## src/rtl/vq_speaker_classifier_pkg.sv

```systemverilog
// Shared types and constants for the VQ speaker classifier.
// Includes the FSM state encoding and the per-speaker codebook offset function.
package vq_pkg;

  typedef enum logic [2:0] {
    ST_IDLE,
    ST_CFG,
    ST_WAIT,
    ST_NORM,
    ST_CMP,
    ST_DONE
  } state_t;

  localparam int CB_WORDS_DEF      = 496;
  localparam int REJECT_THRESH_DEF = 22200;

  // Evaluated at elaboration only, so it builds a constant table and no multiplier.
  function automatic int cb_offset(input int spk, input int words);
    return spk * words;
  endfunction

endpackage

```

## src/rtl/vq_speaker_classifier_seq_divider.sv

```systemverilog
// Restoring divider: DIST_W-bit dividend over a FRAME_W-bit divisor, one quotient bit per cycle.
// o_done pulses DIST_W+1 cycles after i_start; the remainder is dropped.
module seq_divider #(
  parameter int DIST_W  = 30,
  parameter int FRAME_W = 9
) (
  input  logic               clk,
  input  logic               rst,
  input  logic               i_start,
  input  logic [DIST_W-1:0]  i_dividend,
  input  logic [FRAME_W-1:0] i_divisor,
  output logic               o_done,
  output logic [DIST_W-1:0]  o_quotient
);

  localparam int CNT_W = $clog2(DIST_W + 1);

  logic               r_busy;
  logic               r_done;
  logic [CNT_W-1:0]   r_cnt;
  logic [FRAME_W-1:0] r_div;
  logic [FRAME_W-1:0] r_rem;
  logic [DIST_W-1:0]  r_quo;

  logic [FRAME_W:0]   w_shift;
  logic [FRAME_W+1:0] w_diff;
  logic               w_qbit;
  logic               w_unused_diff;

  // The partial remainder stays below the divisor, so the shifted value fits in FRAME_W+1 bits.
  assign w_shift       = {r_rem, r_quo[DIST_W-1]};
  assign w_diff        = {1'b0, w_shift} - {2'b00, r_div};
  assign w_qbit        = ~w_diff[FRAME_W+1];
  assign w_unused_diff = w_diff[FRAME_W];

  always_ff @(posedge clk) begin
    if (rst) begin
      r_busy <= 1'b0;
      r_done <= 1'b0;
      r_cnt  <= '0;
      r_div  <= '0;
      r_rem  <= '0;
      r_quo  <= '0;
    end else begin
      r_done <= 1'b0;
      if (i_start) begin
        r_busy <= 1'b1;
        r_cnt  <= CNT_W'(DIST_W);
        r_div  <= i_divisor;
        r_rem  <= '0;
        r_quo  <= i_dividend;
      end else if (r_busy) begin
        r_rem <= w_qbit ? w_diff[FRAME_W-1:0] : w_shift[FRAME_W-1:0];
        r_quo <= {r_quo[DIST_W-2:0], w_qbit};
        r_cnt <= r_cnt - CNT_W'(1);
        if (r_cnt == CNT_W'(1)) begin
          r_busy <= 1'b0;
          r_done <= 1'b1;
        end
      end
    end
  end

  assign o_done     = r_done;
  assign o_quotient = r_quo;

endmodule

```

## src/rtl/vq_speaker_classifier.sv

```systemverilog
// Sequences the distortion engine over SPK_NUM codebooks and picks the nearest speaker.
// Define VQ_SPK_MARGIN_EN to also reject when the best-vs-second-best gap is below min_margin.
module vq_speaker_classifier
  import vq_pkg::*;
#(
  parameter int SPK_NUM  = 4,
  parameter int SPK_W    = $clog2(SPK_NUM),
  parameter int CB_WORDS = CB_WORDS_DEF,
  parameter int CB_AW    = 11,
  parameter int FRAME_W  = 9,
  parameter int DIST_W   = 30
) (
  input  logic               clk,
  input  logic               rst,
  input  logic               start,
  input  logic [FRAME_W-1:0] frame_count,
  input  logic [DIST_W-1:0]  reject_thresh,
  input  logic [DIST_W-1:0]  min_margin,
  input  logic               eng_ready,
  output logic               eng_cfg_valid,
  output logic [FRAME_W-1:0] eng_cfg_data,
  output logic               eng_cfg_last,
  input  logic               eng_valid,
  input  logic [DIST_W-1:0]  eng_dist,
  input  logic [CB_AW-1:0]   eng_cb_addr,
  output logic [CB_AW-1:0]   cb_addr,
  output logic               busy,
  output logic               result_valid,
  output logic [SPK_W-1:0]   result_id,
  output logic               result_reject,
  output logic [DIST_W-1:0]  best_dist
);

  state_t             r_state;
  state_t             w_state_next;

  logic [FRAME_W-1:0] r_F;
  logic [DIST_W-1:0]  r_thresh;
  logic [SPK_W-1:0]   r_spk;
  logic [FRAME_W-1:0] r_idx;
  logic [DIST_W-1:0]  r_best;
  logic [SPK_W-1:0]   r_best_id;
  logic               r_reject;

  logic               w_cfg_last;
  logic               w_last_spk;
  logic               w_div_start;
  logic               w_div_done;
  logic [DIST_W-1:0]  w_quot;
  logic               w_better;
  logic [DIST_W-1:0]  w_best_nx;
  logic               w_margin_fail;
  logic               w_reject_nx;
  logic [CB_AW-1:0]   w_off_tbl [2**SPK_W];

  generate
    for (genvar gi = 0; gi < 2**SPK_W; gi++) begin : g_off
      localparam int OFF = (gi < SPK_NUM) ? cb_offset(gi, CB_WORDS) : 0;
      assign w_off_tbl[gi] = OFF[CB_AW-1:0];
    end
  endgenerate

  assign cb_addr = eng_cb_addr + w_off_tbl[r_spk];

  seq_divider #(
    .DIST_W (DIST_W),
    .FRAME_W(FRAME_W)
  ) u_div (
    .clk       (clk),
    .rst       (rst),
    .i_start   (w_div_start),
    .i_dividend(eng_dist),
    .i_divisor (r_F),
    .o_done    (w_div_done),
    .o_quotient(w_quot)
  );

  assign w_cfg_last = (r_idx == r_F - FRAME_W'(1));
  assign w_last_spk = (r_spk == SPK_W'(SPK_NUM - 1));
  assign w_better   = (w_quot < r_best);
  assign w_best_nx  = w_better ? w_quot : r_best;

`ifdef VQ_SPK_MARGIN_EN
  logic [DIST_W-1:0] r_margin;
  logic [DIST_W-1:0] r_second;
  logic [DIST_W-1:0] w_second_nx;

  assign w_second_nx   = w_better ? r_best : ((w_quot < r_second) ? w_quot : r_second);
  assign w_margin_fail = ((w_second_nx - w_best_nx) < r_margin);

  always_ff @(posedge clk) begin
    if (rst) begin
      r_margin <= '0;
      r_second <= '0;
    end else if (r_state == ST_IDLE && start) begin
      r_margin <= min_margin;
      r_second <= '1;
    end else if (r_state == ST_CMP) begin
      r_second <= w_second_nx;
    end
  end
`else
  logic w_unused_margin;
  assign w_unused_margin = ^min_margin;
  assign w_margin_fail   = 1'b0;
`endif

  assign w_reject_nx = (w_best_nx >= r_thresh) || w_margin_fail;

  always_ff @(posedge clk) begin
    if (rst) r_state <= ST_IDLE;
    else     r_state <= w_state_next;
  end

  always_comb begin
    w_state_next  = r_state;
    w_div_start   = 1'b0;
    eng_cfg_valid = 1'b0;
    eng_cfg_last  = 1'b0;
    busy          = 1'b1;
    result_valid  = 1'b0;
    case (r_state)
      ST_IDLE: begin
        busy = 1'b0;
        if (start) w_state_next = (frame_count == '0) ? ST_DONE : ST_CFG;
      end
      ST_CFG: begin
        eng_cfg_valid = 1'b1;
        eng_cfg_last  = w_cfg_last;
        if (eng_ready && w_cfg_last) w_state_next = ST_WAIT;
      end
      ST_WAIT: begin
        if (eng_valid) begin
          w_div_start  = 1'b1;
          w_state_next = ST_NORM;
        end
      end
      ST_NORM: if (w_div_done) w_state_next = ST_CMP;
      ST_CMP:  w_state_next = w_last_spk ? ST_DONE : ST_CFG;
      ST_DONE: begin
        result_valid = 1'b1;
        w_state_next = ST_IDLE;
      end
      default: w_state_next = ST_IDLE;
    endcase
  end

  always_ff @(posedge clk) begin
    if (rst) begin
      r_F       <= '0;
      r_thresh  <= '0;
      r_spk     <= '0;
      r_idx     <= '0;
      r_best    <= '0;
      r_best_id <= '0;
      r_reject  <= 1'b0;
    end else begin
      case (r_state)
        ST_IDLE: begin
          if (start) begin
            r_F       <= frame_count;
            r_thresh  <= reject_thresh;
            r_spk     <= '0;
            r_idx     <= '0;
            r_best    <= '1;
            r_best_id <= '0;
            r_reject  <= (frame_count == '0);
          end
        end
        ST_CFG: if (eng_ready && !w_cfg_last) r_idx <= r_idx + FRAME_W'(1);
        ST_CMP: begin
          // Strict compare keeps the lower index on ties.
          r_best <= w_best_nx;
          if (w_better) r_best_id <= r_spk;
          if (w_last_spk) r_reject <= w_reject_nx;
          r_spk <= r_spk + SPK_W'(1);
          r_idx <= '0;
        end
        default: ;
      endcase
    end
  end

  assign eng_cfg_data  = r_idx;
  assign result_id     = r_best_id;
  assign result_reject = r_reject;
  assign best_dist     = r_best;

endmodule

```

## config.mk

```make
export PLATFORM = sky130hd
export DESIGN_NAME = vq_speaker_classifier
export DESIGN_NICKNAME = d
export VERILOG_FILES = /design/src/rtl/vq_speaker_classifier_pkg.sv /design/src/rtl/vq_speaker_classifier_seq_divider.sv /design/src/rtl/vq_speaker_classifier.sv
export SDC_FILE = /design/constraint.sdc
export NUM_CORES = 1
export LEC_CHECK = 0
export ABC_AREA = 0
export BUFFER_PORTS_ARGS = -buffer_cell sky130_fd_sc_hd__buf_4
export CORE_MARGIN = 2
export CORE_UTILIZATION = 26
export CTS_BUF_LIST = sky130_fd_sc_hd__clkbuf_2 sky130_fd_sc_hd__clkbuf_4 sky130_fd_sc_hd__clkbuf_8
export DETAILED_ROUTE_END_ITERATION = 12
export PLACE_DENSITY = 0.44
export SLEW_MARGIN = 25
export SYNTH_ARGS = -nofsm -noshare
export SYNTH_HDL_FRONTEND = slang
export SYNTH_SLANG_ARGS = --single-unit
```

## constraint.sdc

```tcl
create_clock -name clk -period 4.6 [get_ports clk]
set_input_delay 0.69 -clock clk [delete_from_list [all_inputs] [get_ports clk]]
set_output_delay 0.69 -clock clk [all_outputs]
set_load 0.1 [all_outputs]
```

==> key figures, run 1 <==
Timing
  • Final period util: 0.879
  • Total Neg Setup Slack: 0 ns
  • Slew margin rel.: 0.380
  • Max-slew violation count: 0
  • Fmax: 0.247 GHz
  • Worst Clk Skew: 0.0187 ns
  • Final setup vio count: 0
  • Minimum clock period: between 4 and 5 ns
  • Number of hold violations in the final report: 0
  • RSZ-0062 raised after global routing: no
  • Final setup margin: 0.554 ns
  • Actual slew at the worst max-slew pin: 0.931 ns

Routing
  • DRT Pass-1 Iters: 4
  • Routed wire length: 24,200 um
  • Detailed Route Iter0 Violations: 371
  • Vias: 7,364
  • DRC violations left: 0
  • Post-route ant nets: 0
  • Via/cell ratio: around 4.7
  • Wirelength per Cell: ~15 um

Yosys
  • Syn Std Cell Area: slightly above 8000 um^2
  • Ys flop type: dfxtp_1
  • Top cell type by total area after synthesis: dfxtp_1
  • Post-Syn Nets: between 1,000 and 1,500
  • Ys async rst share: 0
  • Top cell type's share of synthesized area: 0.339
  • Avg Inst Size Synth: 7.91 um^2
  • FF+latch count, synth: 141
  • Seq/Total Area, Yosys: 0.339
  • Cell variety after synth: 61
  • Most common cell in the netlist: nand2_1
  • Syn. warnings: 0
  • Top post-synthesis cells by area: dfxtp_1 (34%), ha_1 (12%), nand2_1 (7.0%), a21oi_1 (5.5%), nor2_1 (4.3%)
  • EDFF count, synth: 0
  • Cell count after synthesis: around 1,100
  • Post-synth top cells: nand2_1 (154), dfxtp_1 (141), nor2_1 (96)

Placement
  • Routability cong.: about 0.80
  • Port bufs: 133
  • Placed Instances: 1,535
  • Placed Instance Area: 9680 um^2
  • Dpl ws: around 0.55 ns
  • HPWL Detailed: approximately 18,000 um

Worst setup path
  • R2r endpoint: result_reject$_SDFFE_PP0P_
  • Crit path buf inv count: 2
  • Reg-to-reg setup timing slack: ~0.55 ns
  • CP Launch Type: flop
  • Crit path top cell by count: o21ai_0
  • Crit Reg-Reg Startpoint: best_dist[25]$_SDFFE_PP0P_
  • Critical path's top delay family: compound AO/OA/AOI/OAI gates
  • R2R cell count: 16
  • Worst endpoint data arrival time: 4.42 ns
  • Worst Path Required: 4.97 ns
  • CP Cell Sequence: inv_1, ha_1, a41o_1, a21o_1, a2111oi_0, o21bai_1, a211oi_4, buf_4, o21ai_0, ha_1, nand4_1, nor3_1, o21ai_0, o21ai_0, nor4_1, a21oi_1
  • Crit-path max cell delay: 0.39 ns
  • CP max FO: 22
  • Crit. End Element: flop
  • Slowest CP cell: nor3_1
  • CP Class: reg2reg

Global route
  • Initial antenna violation count: 0
  • Pin count of the biggest net entering global routing: 58
  • Gr ovfl total: 0
  • GRT Total Usage: 0.146
  • Vias in the first global route: 7,155
  • First-pass GRT wire length: 38,700 um

Clock network
  • Post-CTS Hold Fix Bufs: 0
  • Post-CTS Resized: 0
  • # clock sinks: 141
  • CTS Root Cell: clkbuf_8
  • H-Tree Depth: 4
  • CTS tree: yes
  • Clock-pin slew on the worst setup and hold paths: 0.08 ns
  • Setup repair bufs after CTS: 0
  • Num CTS Buffers: 17
  • Max Buffers Root-to-Sink: 2
  • Worst skew pair latency: approximately 0.45 ns

Pwr
  • Power Total: 2.96 mW
  • Leak pwr: 4.13 nW
  • Worst IR Drop VDD: 166 uV
  • Pwr dens: roughly 290 nW/um^2

Floorplan
  • Die height: about 180 um
  • Die area: 33,400 um^2
  • IO Pins: 172
  • Starting Density: 0.264
  • Die width: 183 um
  • Core area: 31,600 um^2
  • Core Rows: 65

Final layout
  • Area grow syn2layout: 21.6%
  • Fin nets: 1,350
  • Final Non-Filler Cells: approximately 1,600
  • N_diodes: 0
  • Share of cells above drive strength 1: 0.167
  • Final instance area: 10,100 um^2

Min path
  • Hold Path End: r_thresh[24]$_SDFFE_PP0P_
  • Hold depth: 2
  • Hold_sp: r_thresh[24]$_SDFFE_PP0P_
  • Hold/Removal Path Class: reg2reg

Job
  • Maxcap violations: 0

Outcome
  • Status: finished clean
==> cell families after synthesis <==
| logic type | count (synthesis) | share of synthesized area |
|---|---|---|
| AO/OA/AOI/OAI | 278 | 0.212 |
| XOR/XNOR | 29 | 0.0305 |
| adder cells (fa/ha/maj) | 83 | 0.127 |
| buffers and inverters | 148 | 0.0698 |
| flip-flops | 141 | 0.339 |
| multiplexers | 35 | 0.0423 |
| AND/OR/NAND/NOR | 337 | 0.179 |
==> placed cells by master (no fill, tap or decap), types with 3 or more instances in the layout <==
cell type	netlist	layout
a211oi_1	35	35
a21o_1	13	13
a21oi_1	92	92
a311oi_1	29	29
and2_1	4	4
and3_1	4	4
buf_4	4	146
bufinv_16	0	3
clkbuf_8	0	18
clkinv_4	0	5
dfxtp_1	141	140
ha_1	81	81
inv_1	83	83
mux2i_1	34	34
nand2_1	154	154
nand2b_1	7	7
nand3_1	11	11
nand4_1	11	11
nor2_1	96	95
nor2b_1	8	8
nor3_1	16	16
nor4_1	4	4
nor4b_1	3	3
o211ai_1	3	3
o21a_1	5	5
o21ai_0	53	53
o21ai_1	17	17
o21bai_1	3	3
o31ai_1	3	3
or2_2	4	4
or3_1	7	6
xnor2_1	25	25
xor2_1	4	4
==> state kept, by name, summed over array words and instances, names as in the netlist <==
| register | count |
|---|---|
| result_id | 2 |
| r_F | 9 |
| eng_cfg_data | 9 |
| r_thresh | 30 |
| u_div.r_cnt | 5 |
| u_div.o_done | 1 |
| u_div.r_busy | 1 |
| best_dist | 30 |
| u_div.r_rem | 9 |
| u_div.o_quotient | 30 |
| r_state | 3 |
| u_div.r_div | 9 |
| result_reject | 1 |
| r_spk | 2 |
==> final cells by class <==
cell class                      instances  area (um^2)
Multi-Input combinational cell        762         4920
Inverter                               83          312
Sequential cell                       141         2820
Fill cell                            3407        21400
Tap cell                              402          503
Clock inverter                         14          185
Clock buffer                           18          248
Timing Repair Buffer                  147         1120
==> worst register-to-register path, cell delays in order, from the launching register on <==
cell,delay (ns)
dfxtp_1,0.36
inv_1,0.08
ha_1,0.31
a41o_1,0.23
a21o_1,0.16
a2111oi_0,0.37
o21bai_1,0.21
a211oi_4,0.26
buf_4,0.29
o21ai_0,0.12
ha_1,0.31
nand4_1,0.24
nor3_1,0.39
o21ai_0,0.25
o21ai_0,0.16
nor4_1,0.08
a21oi_1,0.15
==> layer usage <==
layer  GRT usage  vias up  routed length (um)
li1            -     3875                   -
met1       0.199     3388               12100
met2       0.238       92               11100
met3      0.0320        9                 915
met4      0.0298        0                 168
met5           0        -                   0
==> power breakdown <==
group / internal (mW) / leakage [nW] / switching (mW)
combinational: 0.166 / 2.77 / 0.386
clock: 0.563 / 0.213 / 0.546
sequential: 1.26 / 1.15 / 0.0382
total: 1.99 / 4.13 / 0.970
==> metrics by stage <==
stage               utilization  hold WS (ns)
CTS                       0.320         0.442
global route              0.320         0.456
floorplan                     -         0.436
global placement          0.307         0.445
detailed placement        0.307         0.448
finish                    0.320         0.456
==> worst max-delay path by stage <==
stage,from,to,slack (ns),cells past startpoint
3_5_place_dp,best_dist[25]$_SDFFE_PP0P_,result_reject$_SDFFE_PP0P_,0.55,16
5_1_grt,best_dist[25]$_SDFFE_PP0P_,result_reject$_SDFFE_PP0P_,0.28,16
6_report,best_dist[25]$_SDFFE_PP0P_,result_reject$_SDFFE_PP0P_,0.55,16
3_3_place_gp,best_dist[25]$_SDFFE_PP0P_,result_reject$_SDFFE_PP0P_,0.58,16
2_1_floorplan,r_state[0]$_SDFFE_PP0P_,eng_cfg_last,0.007,4
4_1_cts,best_dist[25]$_SDFFE_PP0P_,result_reject$_SDFFE_PP0P_,0.50,16
(Power assumes the default switching activity.)
==> run 2: changes to the inputs <==
--- a/config.mk
+++ b/config.mk
@@ -12,6 +12,7 @@
 export CTS_BUF_LIST = sky130_fd_sc_hd__clkbuf_2 sky130_fd_sc_hd__clkbuf_4 sky130_fd_sc_hd__clkbuf_8
 export DETAILED_ROUTE_END_ITERATION = 12
 export PLACE_DENSITY = 0.44
+export REMOVE_ABC_BUFFERS = 1
 export SLEW_MARGIN = 25
 export SYNTH_ARGS = -nofsm -noshare
 export SYNTH_HDL_FRONTEND = slang
==> key figures, run 2 (same netlist as run 1, synthesis figures left out) <==
Outcome
  • Status: finished clean

Min path
  • Hold_sp: r_thresh[20]$_SDFFE_PP0P_
  • Hold depth: 2
  • Hold/Removal Path Class: reg2reg
  • Hold Path End: r_thresh[20]$_SDFFE_PP0P_

Timing
  • Final setup margin: 0.530 ns
  • Actual slew at the worst max-slew pin: 0.946 ns
  • Number of hold violations in the final report: 0
  • Hold WS: 0.456 ns
  • Max-slew violation count: 0
  • Fmax: approximately 0.25 GHz
  • Final setup vio count: 0
  • Slew margin rel.: 0.369
  • RSZ-0062 raised after global routing: no
  • Total Neg Setup Slack: 0 ns
  • Minimum clock period: about 4 ns
  • Final period util: 0.885
  • Worst Clk Skew: 0.0197 ns

Pwr
  • Sequential share of power: 0.449
  • Clock network power share: 0.362
  • Worst IR Drop VDD: 113 uV
  • Int Pwr: roughly 1.9 mW
  • Combinational power share: 0.189
  • Leak pwr: 4.11 nW
  • Pwr dens: 287 nW/um^2
  • Sw frac: 0.328
  • Power Total: just under 3 mW
  • NetSw: roughly 950 uW

Final layout
  • Final Util: 0.320
  • Final Non-Filler Cells: 1,566
  • Most frequent cells in the layout: nand2_1 (154), buf_4 (144), dfxtp_1 (140), nor2_1 (95), a21oi_1 (92)
  • Share of cells above drive strength 1: 0.166
  • Final instance area: 10,100 um^2
  • Area grow syn2layout: 21.3%
  • Fin nets: between 1,000 and 1,500
  • N_diodes: 0
  • Commonest non-fill, non-tap cell in the layout: nand2_1
  • Layout fillers: 3,455

Routing
  • Post-route ant nets: 0
  • Vias: ~7,400
  • Detailed Route Iter0 Violations: around 350
  • DRT Pass-1 Iters: 4
  • Wirelength per Cell: about 15 um
  • Routed wire length: 24,200 um
  • Via/cell ratio: ~4.7
  • DRC violations left: 0

Floorplan
  • Core Rows: 65
  • Starting Density: 0.264
  • Die area: 33,400 um^2
  • Die width: 183 um
  • Core area: 31,600 um^2
  • Die height: 183 um
  • IO Pins: 172

Worst setup path
  • Worst endpoint data arrival time: between 4 and 5 ns
  • Crit Reg-Reg Startpoint: best_dist[23]$_SDFFE_PP0P_
  • Crit path launch: best_dist[23]$_SDFFE_PP0P_
  • R2R cell count: 18
  • CP max FO: 52
  • Reg-to-reg setup timing slack: 0.53 ns
  • CP Launch Type: flop
  • R2r endpoint: result_reject$_SDFFE_PP0P_
  • Worst Path Required: 4.93 ns
  • Crit. End Element: flop
  • CP Class: reg2reg

Placement
  • Port bufs: 133
  • Routability cong.: 0.756
  • Placed Instances: 1,534
  • Dpl ws: 0.555 ns
  • HPWL Detailed: 17,500 um
  • Placed Instance Area: 9680 um^2

Clock network
  • Num CTS Buffers: 17
  • CTS Root Cell: clkbuf_8
  • CTS tree: yes
  • Worst skew pair latency: about 0.46 ns
  • Post-CTS Resized: 0
  • H-Tree Depth: 4
  • Clock-pin slew on the worst setup and hold paths: about 0.09 ns
  • Max Buffers Root-to-Sink: 2
  • # clock sinks: 141
  • Post-CTS Hold Fix Bufs: 0
  • Setup repair bufs after CTS: 0

Global route
  • Pin count of the biggest net entering global routing: 53
  • Vias in the first global route: 7,308
  • First-pass GRT wire length: 39,200 um
  • Gr ovfl total: 0
  • Initial antenna violation count: 0
  • GRT Total Usage: 0.147

Job
  • Maxcap violations: 0
## run 2: cell types whose count changed in the layout (fill, tap and decap cells not counted), sizes merged
cell      previous run  this run
clkinv               6         3
clkinvlp             2         5
clkbuf              18        20
buf                147       146
bufinv               3         2
inv                 86        85
## run 2: critical path, stage by stage, from the launching register on
cell	delay, ns
dfxtp_1	0.34
inv_1	0.08
ha_1	0.32
a41o_1	0.22
a21o_1	0.17
a2111oi_0	0.45
o21bai_1	0.25
a211oi_4	0.27
buf_12	0.27
nand2_1	0.07
o21ai_0	0.08
ha_1	0.26
a21o_1	0.18
a21oi_1	0.14
nor2b_1	0.06
o21ai_0	0.23
o21ai_0	0.18
nor4_1	0.26
a21oi_1	0.10
## run 2: worst max path at each step
stage,to,slack (ns),cells past startpoint
6_report,result_reject$_SDFFE_PP0P_,0.53,18
5_1_grt,result_reject$_SDFFE_PP0P_,0.13,18
4_1_cts,result_reject$_SDFFE_PP0P_,0.47,16
3_5_place_dp,result_reject$_SDFFE_PP0P_,0.55,16
3_3_place_gp,result_reject$_SDFFE_PP0P_,0.58,18
2_1_floorplan,result_reject$_SDFFE_PP0P_,-0.39,16
## run 2: per-layer routing
layer  routed length, um  GRT usage  share of wire
met1               12200      0.202           0.50
met2               11100      0.242           0.46
met3                 673     0.0240          0.028
met4                 202     0.0355         0.0084
met5                   0          0              0
## run 2: layout make-up
class                   count  area [um^2]  share of cell area
repair buffers            146         1120               0.111
clock inverters            12          138              0.0136
clock buffers              20          269              0.0267
well taps                 402          503              0.0499
multi-input cells         762         4920               0.488
inverters                  83          312              0.0309
flip-flops and latches    141         2820               0.280
## run 2: power by group through the flow
stage          sequential, mW  combinational (mW)  clock [mW]
3_3_place_gp             1.33               0.550           0
3_5_place_dp             1.33               0.552           0
6_report                 1.30               0.548        1.05
5_1_grt                  1.31               0.593        1.14
4_1_cts                  1.30               0.555        1.09
2_1_floorplan            1.49               0.206           0
==> run 3: changes to the inputs <==
--- a/config.mk
+++ b/config.mk
@@ -11,7 +11,9 @@
 export CORE_UTILIZATION = 26
 export CTS_BUF_LIST = sky130_fd_sc_hd__clkbuf_2 sky130_fd_sc_hd__clkbuf_4 sky130_fd_sc_hd__clkbuf_8
 export DETAILED_ROUTE_END_ITERATION = 12
+export MAX_ROUTING_LAYER = met4
 export PLACE_DENSITY = 0.44
+export RECOVER_POWER = 100
 export REMOVE_ABC_BUFFERS = 1
 export SLEW_MARGIN = 25
 export SYNTH_ARGS = -nofsm -noshare
==> key figures, run 3 (same netlist as run 1, synthesis figures left out) <==
Clock network
  • Num CTS Buffers: 17
  • Post-CTS Resized: 0
  • H-Tree Depth: 4
  • Worst skew pair latency: 0.46 ns
  • CTS tree: yes
  • # clock sinks: 141
  • Clock-pin slew on the worst setup and hold paths: around 0.08 ns
  • Setup repair bufs after CTS: 0
  • Post-CTS Hold Fix Bufs: 0
  • Max Buffers Root-to-Sink: 2
  • CTS Root Cell: clkbuf_8

Timing
  • Final setup vio count: 0
  • Max-slew violation count: about 150
  • Final period util: 0.898
  • Total Neg Setup Slack: 0 ns
  • Worst Clk Skew: 0.0199 ns
  • RSZ-0062 raised after global routing: no
  • Fmax: 0.242 GHz
  • Minimum clock period: 4.13 ns
  • Number of hold violations in the final report: 0
  • Final setup margin: 0.470 ns
  • Hold WS: roughly 0.46 ns
  • Slew margin rel.: -0.731
  • Actual slew at the worst max-slew pin: 2.59 ns

Global route
  • Gr ovfl total: 0
  • Vias in the first global route: 7,298
  • GRT Total Usage: 0.152
  • First-pass GRT wire length: 39,100 um
  • Pin count of the biggest net entering global routing: 53
  • Initial antenna violation count: 0

Job
  • Maxcap violations: 4

Placement
  • Routability cong.: ~0.77
  • Port bufs: about 130
  • Placed Instances: 1,534
  • HPWL Detailed: 17,500 um
  • Dpl ws: between 0.5 and 0.6 ns
  • Placed Instance Area: 9680 um^2

Final layout
  • Fin nets: 1,349
  • Final Non-Filler Cells: 1,566
  • Area grow syn2layout: 18.4%
  • Final Util: 0.312
  • N_diodes: 0
  • Most frequent cells in the layout: nand2_1 (155), dfxtp_1 (140), nor2_1 (96), a21oi_1 (92), buf_4 (84)
  • Commonest non-fill, non-tap cell in the layout: nand2_1
  • Layout fillers: 3,505
  • Share of cells above drive strength 1: 0.113
  • Final instance area: around 9800 um^2

Floorplan
  • Die height: 183 um
  • Core area: ~32,000 um^2
  • Die area: 33,400 um^2
  • Core Rows: 65
  • Starting Density: 0.264
  • IO Pins: 172
  • Die width: about 180 um

Routing
  • Post-route ant nets: 0
  • DRT Pass-1 Iters: 7
  • DRC violations left: 0
  • Detailed Route Iter0 Violations: 294
  • Via/cell ratio: 4.73
  • Wirelength per Cell: roughly 15 um
  • Vias: 7,403
  • Routed wire length: 24,100 um

Worst setup path
  • CP Launch Type: flop
  • Worst Path Required: 4.93 ns
  • Worst endpoint data arrival time: 4.46 ns
  • Crit. End Element: flop
  • CP Class: reg2reg
  • CP max FO: 9
  • R2R cell count: 18

Min path
  • Hold/Removal Path Class: reg2reg
  • Hold depth: 2

Pwr
  • Pwr dens: 292 nW/um^2
  • Combinational power share: 0.182
  • Leak pwr: 3.87 nW
  • Power Total: 2.87 mW
  • Worst IR Drop VDD: 114 uV
  • Int Pwr: 1.92 mW
  • Sw frac: 0.330
  • NetSw: 950 uW
  • Sequential share of power: 0.453
  • Clock network power share: 0.365

Outcome
  • Failing checks: max-capacitance violations, max-slew violations
  • Status: finished with violations
-- run 3: cell types whose count changed in the layout (fill, tap and decap cells not counted), sizes merged --
cell | before | now
buf | 146 | 86
clkbuf | 20 | 80
-- run 3: path summary, 6_finish.rpt --
kind,endpoint,start,slack (ns)
max,result_reject$_SDFFE_PP0P_,best_dist[23]$_SDFFE_PP0P_,0.47
min,r_thresh[20]$_SDFFE_PP0P_,r_thresh[20]$_SDFFE_PP0P_,0.46
max reg2reg,result_reject$_SDFFE_PP0P_,best_dist[23]$_SDFFE_PP0P_,0.47
min reg2reg,r_thresh[20]$_SDFFE_PP0P_,r_thresh[20]$_SDFFE_PP0P_,0.46
-- run 3: metal layers --
| layer | part of all wire | track usage |
|---|---|---|
| met3 | 0.025 | 0.0224 |
| met2 | 0.46 | 0.242 |
| met4 | 0.011 | 0.0355 |
| met5 | 0 | - |
| met1 | 0.51 | 0.203 |
-- run 3: area by class of cell --
cell class | count | area, um^2 | share of cell area
Clock buffer | 20 | 269 | 0.0273
Clock inverter | 12 | 138 | 0.0140
Inverter | 83 | 312 | 0.0316
Multi-Input combinational cell | 762 | 4910 | 0.499
Sequential cell | 141 | 2820 | 0.287
Tap cell | 402 | 503 | 0.0511
Timing Repair Buffer | 146 | 890 | 0.0904
-- run 3: worst max-delay path: stages (launching register included) --
cell and delay [ns]:
dfxtp_1 0.33, inv_1 0.07, ha_1 0.32, a41o_1 0.22, a21o_1 0.17, a2111oi_0 0.45
o21bai_1 0.25, a211oi_4 0.27, clkbuf_1 0.40, mux2i_1 0.26, ha_1 0.24, nand2b_1 0.14
a21o_1 0.17, a21oi_1 0.15, nor2b_1 0.06, o21ai_0 0.15, nand2_1 0.08, o2111ai_1 0.16
a21oi_1 0.11
-- run 3: power by group through the flow --
| stage | Sequential [mW] | Combinational [mW] | Clock, mW |
|---|---|---|---|
| final | 1.30 | 0.524 | 1.05 |
| after global routing | 1.31 | 0.568 | 1.14 |
| after CTS | 1.30 | 0.555 | 1.09 |
| after detailed placement | 1.33 | 0.552 | 0 |
| after global placement | 1.33 | 0.550 | 0 |
| after floorplan | 1.49 | 0.206 | 0 |
